## src/rtl/fetch_controller_if.sv

```systemverilog
// Fetch-side bundle: instruction-memory port, redirect/halt controls, and the decode handshake.
// FETCH_PERF_EN adds the fetch/stall counter outputs.
interface fetch_controller_if;
    logic [31:0] imem_addr_o;
    logic        imem_en_o;
    logic [31:0] imem_instr_i;
    logic        redirect_i;
    logic [31:0] redirect_pc_i;
    logic        halt_i;
    logic        valid_o;
    logic        ready_i;
    logic [31:0] instr_o;
    logic [31:0] pc_o;
    logic        done_o;
`ifdef FETCH_PERF_EN
    logic [31:0] fetch_cnt_o;
    logic [31:0] stall_cnt_o;

    modport master (
        output imem_addr_o, imem_en_o, valid_o, instr_o, pc_o, done_o, fetch_cnt_o, stall_cnt_o,
        input  imem_instr_i, redirect_i, redirect_pc_i, halt_i, ready_i
    );
    modport slave (
        input  imem_addr_o, imem_en_o, valid_o, instr_o, pc_o, done_o, fetch_cnt_o, stall_cnt_o,
        output imem_instr_i, redirect_i, redirect_pc_i, halt_i, ready_i
    );
`else
    modport master (
        output imem_addr_o, imem_en_o, valid_o, instr_o, pc_o, done_o,
        input  imem_instr_i, redirect_i, redirect_pc_i, halt_i, ready_i
    );
    modport slave (
        input  imem_addr_o, imem_en_o, valid_o, instr_o, pc_o, done_o,
        output imem_instr_i, redirect_i, redirect_pc_i, halt_i, ready_i
    );
`endif
endinterface

```

## src/rtl/fetch_controller.sv

```systemverilog
// Fetch PC owner + prefetch FIFO; a word fetched at edge N is at the head after edge N; fetch stops
// when the FIFO is full with no pop (ready_i low), on halt, or at end of program. FETCH_PERF_EN adds counters.
module fetch_controller #(
    parameter logic [31:0] RESET_PC   = 32'h0000_0000,
    parameter int          FIFO_DEPTH = 4,
    parameter int          MEM_DEPTH  = 12
) (
    input  logic               clk,
    input  logic               rst,
    fetch_controller_if.master bus
);
    localparam int PW = $clog2(FIFO_DEPTH);
    localparam int CW = PW + 1;
    localparam logic [CW-1:0] FULL_CNT = CW'(FIFO_DEPTH);
    localparam logic [31:0]   NOP      = 32'h0000_0013;

    typedef enum logic [1:0] {S_FETCH, S_HALT, S_END} state_t;

    typedef struct packed {
        logic [31:0] pc;
        logic [31:0] instr;
    } entry_t;

    state_t        state, state_nxt;
    logic [31:0]   fetch_pc, fetch_pc_nxt;
    logic [CW-1:0] count, count_nxt;
    logic [PW-1:0] rd_ptr, wr_ptr;
    logic          done;
    entry_t        fifo_mem [FIFO_DEPTH];
    entry_t        head;

    logic          empty, full, pop, push;
    logic [31:0]   redirect_pc_al;

    function automatic logic in_range(input logic [31:0] pc);
        return {2'b00, pc[31:2]} < 32'(MEM_DEPTH);
    endfunction

    assign empty          = (count == '0);
    assign full           = (count == FULL_CNT);
    assign pop            = !empty && bus.ready_i;
    assign redirect_pc_al = {bus.redirect_pc_i[31:2], 2'b00};
    // A full FIFO still accepts a word when the head leaves in the same cycle.
    assign push = !rst && (state == S_FETCH) && !bus.redirect_i && !bus.halt_i
                  && in_range(fetch_pc) && (!full || pop);

    always_comb begin
        state_nxt    = state;
        fetch_pc_nxt = fetch_pc;
        count_nxt    = count;
        if (bus.redirect_i) begin
            fetch_pc_nxt = redirect_pc_al;
            count_nxt    = '0;
            if (!in_range(redirect_pc_al))
                state_nxt = S_END;
            else if (bus.halt_i)
                state_nxt = S_HALT;
            else
                state_nxt = S_FETCH;
        end else begin
            if (push)
                fetch_pc_nxt = fetch_pc + 32'd4;
            count_nxt = count + CW'(push) - CW'(pop);
            case (state)
                S_FETCH: begin
                    if (!in_range(fetch_pc_nxt))
                        state_nxt = S_END;
                    else if (bus.halt_i)
                        state_nxt = S_HALT;
                end
                S_HALT: begin
                    if (!bus.halt_i)
                        state_nxt = in_range(fetch_pc) ? S_FETCH : S_END;
                end
                S_END:   state_nxt = S_END;
                default: state_nxt = S_FETCH;
            endcase
        end
    end

    always_ff @(posedge clk or posedge rst) begin
        if (rst) begin
            state    <= S_FETCH;
            fetch_pc <= RESET_PC;
            count    <= '0;
            rd_ptr   <= '0;
            wr_ptr   <= '0;
            done     <= 1'b0;
        end else begin
            state    <= state_nxt;
            fetch_pc <= fetch_pc_nxt;
            count    <= count_nxt;
            done     <= (state_nxt == S_END) && (count_nxt == '0);
            if (bus.redirect_i) begin
                rd_ptr <= '0;
                wr_ptr <= '0;
            end else begin
                if (pop)
                    rd_ptr <= rd_ptr + PW'(1);
                if (push)
                    wr_ptr <= wr_ptr + PW'(1);
            end
        end
    end

    // Storage needs no reset: the head is only exposed while count is non-zero.
    always_ff @(posedge clk) begin
        if (push)
            fifo_mem[wr_ptr] <= '{pc: fetch_pc, instr: bus.imem_instr_i};
    end

    assign head            = fifo_mem[rd_ptr];
    assign bus.imem_addr_o = fetch_pc;
    assign bus.imem_en_o   = push;
    assign bus.valid_o     = !empty;
    assign bus.instr_o     = empty ? NOP : head.instr;
    assign bus.pc_o        = empty ? 32'h0 : head.pc;
    assign bus.done_o      = done;

`ifdef FETCH_PERF_EN
    logic [31:0] fetch_cnt, stall_cnt;

    always_ff @(posedge clk or posedge rst) begin
        if (rst) begin
            fetch_cnt <= '0;
            stall_cnt <= '0;
        end else begin
            if (push && fetch_cnt != 32'hFFFF_FFFF)
                fetch_cnt <= fetch_cnt + 32'd1;
            if (state == S_FETCH && full && !pop && stall_cnt != 32'hFFFF_FFFF)
                stall_cnt <= stall_cnt + 32'd1;
        end
    end

    assign bus.fetch_cnt_o = fetch_cnt;
    assign bus.stall_cnt_o = stall_cnt;
`endif
endmodule

```

## src/flat_wrapper.sv

```systemverilog
// flat-port wrapper written by rule: the top's interface ports become plain ports
module fetch_controller_flat 
#(
    parameter logic [31:0] RESET_PC   = 32'h0000_0000,
    parameter int          FIFO_DEPTH = 4,
    parameter int          MEM_DEPTH  = 12
)
  (clk, rst, bus_imem_addr_o, bus_imem_en_o, bus_valid_o, bus_instr_o, bus_pc_o, bus_done_o, bus_imem_instr_i, bus_redirect_i, bus_redirect_pc_i, bus_halt_i, bus_ready_i);
  fetch_controller_if bus_i ();
  input  logic clk;
  input  logic rst;
  output wire logic [$bits(bus_i.imem_addr_o)-1:0] bus_imem_addr_o;
  output wire logic [$bits(bus_i.imem_en_o)-1:0] bus_imem_en_o;
  output wire logic [$bits(bus_i.valid_o)-1:0] bus_valid_o;
  output wire logic [$bits(bus_i.instr_o)-1:0] bus_instr_o;
  output wire logic [$bits(bus_i.pc_o)-1:0] bus_pc_o;
  output wire logic [$bits(bus_i.done_o)-1:0] bus_done_o;
  input wire logic [$bits(bus_i.imem_instr_i)-1:0] bus_imem_instr_i;
  input wire logic [$bits(bus_i.redirect_i)-1:0] bus_redirect_i;
  input wire logic [$bits(bus_i.redirect_pc_i)-1:0] bus_redirect_pc_i;
  input wire logic [$bits(bus_i.halt_i)-1:0] bus_halt_i;
  input wire logic [$bits(bus_i.ready_i)-1:0] bus_ready_i;
  assign bus_imem_addr_o = bus_i.imem_addr_o;
  assign bus_imem_en_o = bus_i.imem_en_o;
  assign bus_valid_o = bus_i.valid_o;
  assign bus_instr_o = bus_i.instr_o;
  assign bus_pc_o = bus_i.pc_o;
  assign bus_done_o = bus_i.done_o;
  assign bus_i.imem_instr_i = bus_imem_instr_i;
  assign bus_i.redirect_i = bus_redirect_i;
  assign bus_i.redirect_pc_i = bus_redirect_pc_i;
  assign bus_i.halt_i = bus_halt_i;
  assign bus_i.ready_i = bus_ready_i;
  fetch_controller #(.RESET_PC(RESET_PC), .FIFO_DEPTH(FIFO_DEPTH), .MEM_DEPTH(MEM_DEPTH)) u_core (.clk(clk), .rst(rst), .bus(bus_i));
endmodule
```

## config.mk

```make
export PLATFORM = sky130hd
export DESIGN_NAME = fetch_controller_flat
export DESIGN_NICKNAME = d
export VERILOG_FILES = /design/src/rtl/fetch_controller_if.sv /design/src/rtl/fetch_controller.sv /design/src/flat_wrapper.sv
export SDC_FILE = /design/constraint.sdc
export NUM_CORES = 1
export LEC_CHECK = 0
export BUFFER_PORTS_ARGS = -buffer_cell sky130_fd_sc_hd__buf_2
export CAP_MARGIN = 10
export CORE_MARGIN = 2
export CORE_UTILIZATION = 51
export CTS_CLUSTER_SIZE = 28
export DETAILED_ROUTE_END_ITERATION = 10
export GPL_TIMING_DRIVEN = 0
export PLACE_DENSITY = 0.8
export SKIP_CTS_REPAIR_TIMING = 1
export SYNTH_ARGS = -nofsm -noshare
export SYNTH_HDL_FRONTEND = slang
export SYNTH_SLANG_ARGS = --single-unit
export TNS_END_PERCENT = 5
```

## constraint.sdc

```tcl
create_clock -name clk -period 4 [get_ports clk]
set_input_delay 0.8 -clock clk [delete_from_list [all_inputs] [get_ports clk]]
set_output_delay 0.8 -clock clk [all_outputs]
set_load 0.05 [all_outputs]
```

After elaboration in Yosys (flattened, before gate mapping)
Memories as Yosys holds them, arrays and structs flattened.
Index checks and enable logic that the tools add are counted.
{"block": "op_classes", "add_sub_neg": 5, "n_lt_le_gt_ge": 3, "mux": 20, "eq_ne": 4, "reduce_logical": 18}
{"cell": "32-bit 2-to-1 mux", "count": 5}
{"cell": "30-bit by 4-bit less-than comparator with 1-bit output, second input constant", "count": 3}
{"cell": "32-bit by 3-bit adder with 32-bit output, second input constant", "count": 1}
{"cell": "2-bit 2-to-1 mux", "count": 10}
{"cell": "1-bit logical AND", "count": 7}
{"cell": "3-bit logical NOT", "count": 2}
{"cell": "2-bit one-hot mux with 3 select lines", "count": 1}
{"cell": "1-bit logical NOT", "count": 5}
{"cell": "2-bit by 1-bit adder with 2-bit output, second input constant", "count": 2}
{"cell": "2-bit equality test, second input constant", "count": 2}
{"cell": "2-bit nonzero test", "count": 2}
{"cell": "3-bit by 1-bit adder with 3-bit output", "count": 1}
{"cell": "3-bit equality test, second input constant", "count": 1}
{"cell": "1-bit 2-to-1 mux", "count": 3}
{"cell": "3-bit 2-to-1 mux", "count": 1}
{"cell": "3-bit by 1-bit subtractor with 3-bit output", "count": 1}
{"cell": "2-bit by 1-bit equality test with 1-bit output, second input constant", "count": 1}
{"cell": "2-bit logical NOT", "count": 1}
{"cell": "1-bit logical OR", "count": 1}
{"block": "totals", "mem_bits_rw": 256, "memories": 1, "out_inout_bits": 99, "regBits": 42}
{"memory": "u_core.fifo_mem", "words": 4, "width": 64, "read_ports": 1, "rd_ports_with_merged_regs": 0, "wr": 1, "line": "fetch_controller.sv:29", "rtl": "entry_t fifo_mem [FIFO_DEPTH];"}

Longest topological paths before layout
{"block": "logic_depth", "word_depth": 14, "depth_mapped": 15, "ltp_nobuf": 13}

Least setup slack after synthesis
No wires, ideal clock.
{"block": "synth_path", "path_kind": "input to register", "start": "input port bus_redirect_i", "end": "register u_core.done, in the netlist u_core.bus.done_o", "arrival_time_ps": 4108, "path_buffers": 2, "setup_time_ps": 110, "slack_ps": -219, "stages": 15, "cell_sequence": "buf_6 or4_1 or3_4 nor3_4 buf_6 inv_1 ha_1 inv_1 ha_1 fa_1 xnor2_1 xnor2_1 nor2_1 or3_1 o41ai_1"}
{"item": "from (decl)", "line": "flat_wrapper.sv:19", "rtl": "input wire logic [$bits(bus_i.redirect_i)-1:0] bus_redirect_i;"}
{"item": "1-bit logical NOT", "line": "fetch_controller.sv:44", "rtl": "assign push = !rst && (state == S_FETCH) && !bus.redirect_i && !bus.halt_i"}
{"item": "1-bit logical AND (2 in series)", "line": "fetch_controller.sv:44"}
{"item": "1-bit logical AND (2 in series)", "line": "fetch_controller.sv:45", "rtl": "&& in_range(fetch_pc) && (!full || pop);"}
{"item": "net bus_imem_en_o", "line": "flat_wrapper.sv:13", "rtl": "output wire logic [$bits(bus_i.imem_en_o)-1:0] bus_imem_en_o;"}
{"item": "3-bit by 1-bit adder with 3-bit output", "line": "fetch_controller.sv:63", "rtl": "count_nxt = count + CW'(push) - CW'(pop);"}
{"item": "3-bit by 1-bit subtractor with 3-bit output", "line": "fetch_controller.sv:63"}
{"item": "3-bit 2-to-1 mux", "line": "fetch_controller.sv:51", "rtl": "if (bus.redirect_i) begin"}
{"item": "net u_core.count_nxt[2]", "line": "fetch_controller.sv:26", "rtl": "logic [CW-1:0] count, count_nxt;"}
{"item": "3-bit logical NOT", "line": "fetch_controller.sv:93", "rtl": "done <= (state_nxt == S_END) && (count_nxt == '0);"}
{"item": "1-bit logical AND", "line": "fetch_controller.sv:93"}
{"item": "to (signal assigned)", "line": "fetch_controller.sv:93"}
{"item": "to (decl)", "line": "fetch_controller.sv:28", "rtl": "logic done;"}
The timed path passes the listed nets, and every way through them passes these cells. The select of a mux whose other input is x is not followed.
A chain may end at the register's enable or synchronous reset.

Worst setup path after layout
{"block": "layout_path", "start": "register u_core.fetch_pc[21], in the netlist u_core.bus.imem_addr_o[21]", "end": "register u_core.done, in the netlist u_core.bus.done_o"}
{"item": "from (decl)", "line": "fetch_controller.sv:25", "rtl": "logic [31:0] fetch_pc, fetch_pc_nxt;"}
{"item": "from (signal assigned)", "line": "fetch_controller.sv:91", "rtl": "fetch_pc <= fetch_pc_nxt;"}
{"item": "30-bit by 4-bit less-than comparator with 1-bit output", "line": "fetch_controller.sv:36", "rtl": "return {2'b00, pc[31:2]} < 32'(MEM_DEPTH);"}
{"item": "1-bit logical AND (2 in series)", "line": "fetch_controller.sv:45"}
{"item": "3-bit by 1-bit adder with 3-bit output", "line": "fetch_controller.sv:63"}
{"item": "3-bit by 1-bit subtractor with 3-bit output", "line": "fetch_controller.sv:63"}
{"item": "3-bit 2-to-1 mux", "line": "fetch_controller.sv:51"}
{"item": "net u_core.count_nxt[2]", "line": "fetch_controller.sv:26"}
{"item": "3-bit logical NOT", "line": "fetch_controller.sv:93"}
{"item": "1-bit logical AND", "line": "fetch_controller.sv:93"}
The timed path passes the listed nets, and every way through them passes these cells. The select of a mux whose other input is x is not followed.

==> metrics.md <==
| Metric | Value |
|---|---|
| PnR Total Power | roughly 9.3 mW |
| Worst setup path end | u_core.bus.done_o$_DFF_PP0_ |
| CTS buffer count | 29 |
| Clock tree from TritonCTS | yes |
| Post-synthesis cell area | 11,320 sq um |
| Endpoint of the lowest-slack register-to-register path | u_core.bus.done_o$_DFF_PP0_ |
| Depth of the worst hold-timing path | 2 |
| Weighted congestion at the end of routability-driven global placement | 0.7662 |
| Unrepaired setup endpoints after global routing | yes |
| Multiplexer share of the synthesized area | between 10% and 20% |
| Internal power consumption | 5.939 mW |
| Clock slew seen by the registers of the worst setup and hold paths | around 0.060 ns |
| Max Clk Rate | between 200 and 250 MHz |
| Global-route congestion overflow total | 0 |
| Leading post-synthesis cells by instance count | 248 x edfxtp_1, 62 x mux4_2, 60 x and2_1 |
| Data required time at the worst endpoint | about 4.4 ns |
| Vias in the first global route | 6,268 |
| Max Clock Skew | between 0.01 and 0.015 ns |
| R2R Setup Slk | -0.01 ns |
| Number of nets in the layout | between 800 and 900 |
| Violations in the final reports | setup timing |
| Min-Delay Startpoint | bus_redirect_i |
| Overall fraction of global-route tracks in use | between 10% and 20% |
| Detailed Route Iter0 Violations | around 350 |
| Antenna violation net count after detailed routing | 0 |
| Clock sink total | 288 |
| P&R area growth vs syn | 20.89% |
| Fillcell total | roughly 1,500 |
| Power per Cell Area | ~680 nW/um^2 |
| Worst skew pair latency | 0.54 ns |
| Wire length of the first global-routing pass | 35.57 mm |
| Initial cell density of the core | 51.87% |
| YS warnings | 0 |
| Cells taking the most area after synthesis | edfxtp_1 66%, mux4_2 12%, dfrtp_1 8.8% |
| Vertical extent of the die | between 150 and 200 um |
| Ordered list of cells on the worst path | or4_4 -> or4b_4 -> nor3_4 -> buf_6 -> inv_4 -> ha_4 -> inv_2 -> ha_4 -> fa_2 -> xnor2_2 -> xnor2_1 -> nor2_1 -> or3_1 -> o41ai_2 |
| LEAKAGE | between 4 and 5 nW |
| Compound-gate portion of the synthesized area | about 1.1% |
| Total setup violations reported at the end of the flow | 1 |
| CTS Root Cell | clkbuf_16 |
| Startpoint kind of the worst setup timing path | register |
| Min Tclk post-route | roughly 4 ns |
| Post-Syn Area per Cell | 20.36 sq um |
| Main combinational cell family by area after synthesis | multiplexers |
| Post-synth top area share | 65.79% |
| Crit path kind | register to register |
| Top FF cell, synth | edfxtp_1 |
| Max IR drop VDD | 0.3469 mV |
| Count of maximum capacitance violations | 0 |
| Worst min-delay path category | input port to register |
| Fraction of synthesized cell area in xor and xnor cells | less than 1% |
| Area of the die | about 23,000 sq um |
| Average detailed-routed wire length per instance | between 20 and 25 um |
| Io pins | around 170 |
| Comb power frac | roughly a third |
| Number of vias per cell after detailed routing | 5.572 |
| Initial antenna violation count | 1 |
| Sequential group share of total power | a little under two fifths |
| Pins Over Slew Limit | 0 |
| Buffering stage count on the worst path with inverters included | 3 |
| Largest area contributor in the netlist | edfxtp_1 |
| Number of port buffers | 160 |
| Number of endpoints with negative hold slack in the final report | 0 |
| Launch point of the worst reg-to-reg path | u_core.bus.imem_addr_o[21]$_DFF_PP0_ |
| Maximum number of pins on one net before global-route repair | 57 |
| Slew Limit Headroom | 41.69% |
| Crit path from | u_core.bus.imem_addr_o[21]$_DFF_PP0_ |
| Library cells used by synthesis | between 40 and 50 |
| Number of cells on the critical path | 14 |
| Number of iterations in the first detailed-routing pass | 4 |
| Endpoint kind of the worst setup timing path | register |
| Final Cycle Share | 100.2% |
| Overall via count from detail_route | slightly below 6,000 |
| Post-synthesis share of cell area spent on full adders, half adders and majority gates | less than 1% |
| CP peak stage delay | 0.60 ns |
| Fraction of the yosys area taken by sequential cells | between 70 and 80% |
| Largest buffer count on any clock path | 3 |
| Instance count of the mapped netlist | ~560 |
| Placement row count | 54 |
| Run status | finished, violations left |
| Final Hold Slack | 0.4565 ns |
| Cell with the most instances on the worst path | ha_4 |
| Number of remaining DRC errors | 0 |
| Register-to-Register Path Depth | 14 |
| Switching Power | 3.382 mW |
| Arr. time, crit path | 4.43 ns |
| Fraction of final layout cells sized beyond drive strength 1 | 43.97% |
| Count leader, synth | edfxtp_1 |
| Simple logic cell fraction of the synthesized area | 6.212% |
| Switching portion of total power | between 30 and 40% |
| Post-Route WL | 22.96 mm |
| Sum of net half-perimeters after detailed placement | around 15 mm |
| PnR worst setup slack | -0.009636 ns |
| Pre-CTS WS | -0.3592 ns |
| Slowest cell on the critical path | or4b_4 |
| Register bit total from synthesis | ~290 |
| Share of async-settable or async-resettable flops after synthesis | between 10 and 15% |
| Core Footprint | 21,820 sq um |
| EDFF count, synth | between 200 and 250 |
| Transition time at the pin with the least slew margin | slightly below 0.9 ns |
| Clk network pwr share | just under 30% |
| Peak fanout along the critical path | 7 |
| Family with the most delay on the worst path | simple AND/OR/NAND/NOR gates |
| Chip width | ~150 um |
| Max H-tree Level | 1 |
## worst register-to-register path: stages (launching register included)
cell and delay [ns]:
dfrtp_2 0.46, or4_4 0.55, or4b_4 0.60, nor3_4 0.24
buf_6 0.16, inv_4 0.04, ha_4 0.25, inv_2 0.04
ha_4 0.15, fa_2 0.37, xnor2_2 0.15, xnor2_1 0.16
nor2_1 0.08, or3_1 0.33, o41ai_2 0.35
## stage by stage
step | util, % | std cells | cell area (sq um) | setup TNS (ns)
3_5_place_dp | 57.93 | 1003 | 12640 | -0.3592
6_report | 62.71 | 1061 | 13680 | -0.009636
5_1_grt | 62.69 | 1060 | 13680 | -0.1620
3_3_place_gp | 57.40 | 999 | 12530 | -15.31
4_1_cts | 62.49 | 1056 | 13640 | -0.1518
2_1_floorplan | - | 559 | 11380 | -0.1563
## sequential cells by signal, indices dropped and copies added (netlist names)
| name | count |
|---|---|
| u_core.fifo_mem | 248 |
| u_core.rd_ptr | 2 |
| u_core.state | 2 |
| u_core.bus.imem_addr_o | 30 |
| u_core.wr_ptr | 2 |
| u_core.bus.done_o | 1 |
| u_core.count | 3 |
## placed cells by master (no fill, tap or decap), types with 2 or more instances in the layout
cell type   instances
buf_4               8
inv_2               2
dfrtp_2             5
mux4_2             62
inv_1               7
clkbuf_1           22
ha_1                5
nand4_1             2
o31ai_1             2
buf_16              4
edfxtp_1          248
clkinvlp_4          3
nor4_1             11
clkinv_2            4
clkbuf_8            2
clkinv_1            2
bufinv_16           2
or4_1               3
mux2_2             27
xnor2_1             3
or3_1               2
and2_1             60
nand2_1             6
nor2b_1             2
buf_2             166
or4_4               2
and2_4              4
nor3_1              2
dfrtp_1            35
or2_2               3
clkbuf_16          33
ha_4                2
conb_1              4
nor2_1              6
## logic make-up (layout without fill, tap and decap cells)
kind of cell | Yosys count | in the layout
AOI/OAI and AO/OA | 15 | 15
muxes | 89 | 89
other | 1 | 5
adders and majority gates | 8 | 8
DFF | 288 | 288
buffers and inverters | 40 | 261
xor gates and xnor gates | 5 | 5
and+or+nand+nor | 110 | 110
## power groups by stage
stage | Clock, mW | Sequential (mW) | Combinational [mW]
3_3_place_gp | 0 | 3.47 | 3.19
2_1_floorplan | 0 | 3.57 | 2.35
6_report | 2.72 | 3.42 | 3.18
4_1_cts | 2.78 | 3.42 | 3.23
3_5_place_dp | 0 | 3.48 | 3.22
5_1_grt | 2.90 | 3.43 | 3.37
## worst min path at each step
stage	to
after CTS	u_core.count[1]$_DFF_PP0_
final	u_core.count[1]$_DFF_PP0_
after global routing	u_core.count[1]$_DFF_PP0_
after global placement	u_core.fifo_mem[2][42]$_DFFE_PP_
after detailed placement	u_core.fifo_mem[2][63]$_DFFE_PP_
after floorplan	u_core.wr_ptr[0]$_DFFE_PP0P_
## routing by layer
metal  track usage (%)  up-vias  part of all wire [%]
li1                  -     2637                     -
met1             26.55     3013                    41
met2             34.08      233                    50
met3             3.544       29                   7.5
met4             5.026        0                   1.6
met5                 0        -                     0
## area by class of cell
type                    instances  area (sq um)  share of cell area [%]
clock buffers                  41         875.8                   6.400
multi-input cells             231          2746                   20.07
inverters                      10         40.04                  0.2926
flip-flops and latches        288          8454                   61.78
well taps                     280         350.3                   2.560
repair buffers                168         940.9                   6.876
clock inverters                12         118.9                  0.8686
diodes                          1         2.502                 0.01829
plain buffers                  30         155.1                   1.134
Power figures use the tool's default switching activity.
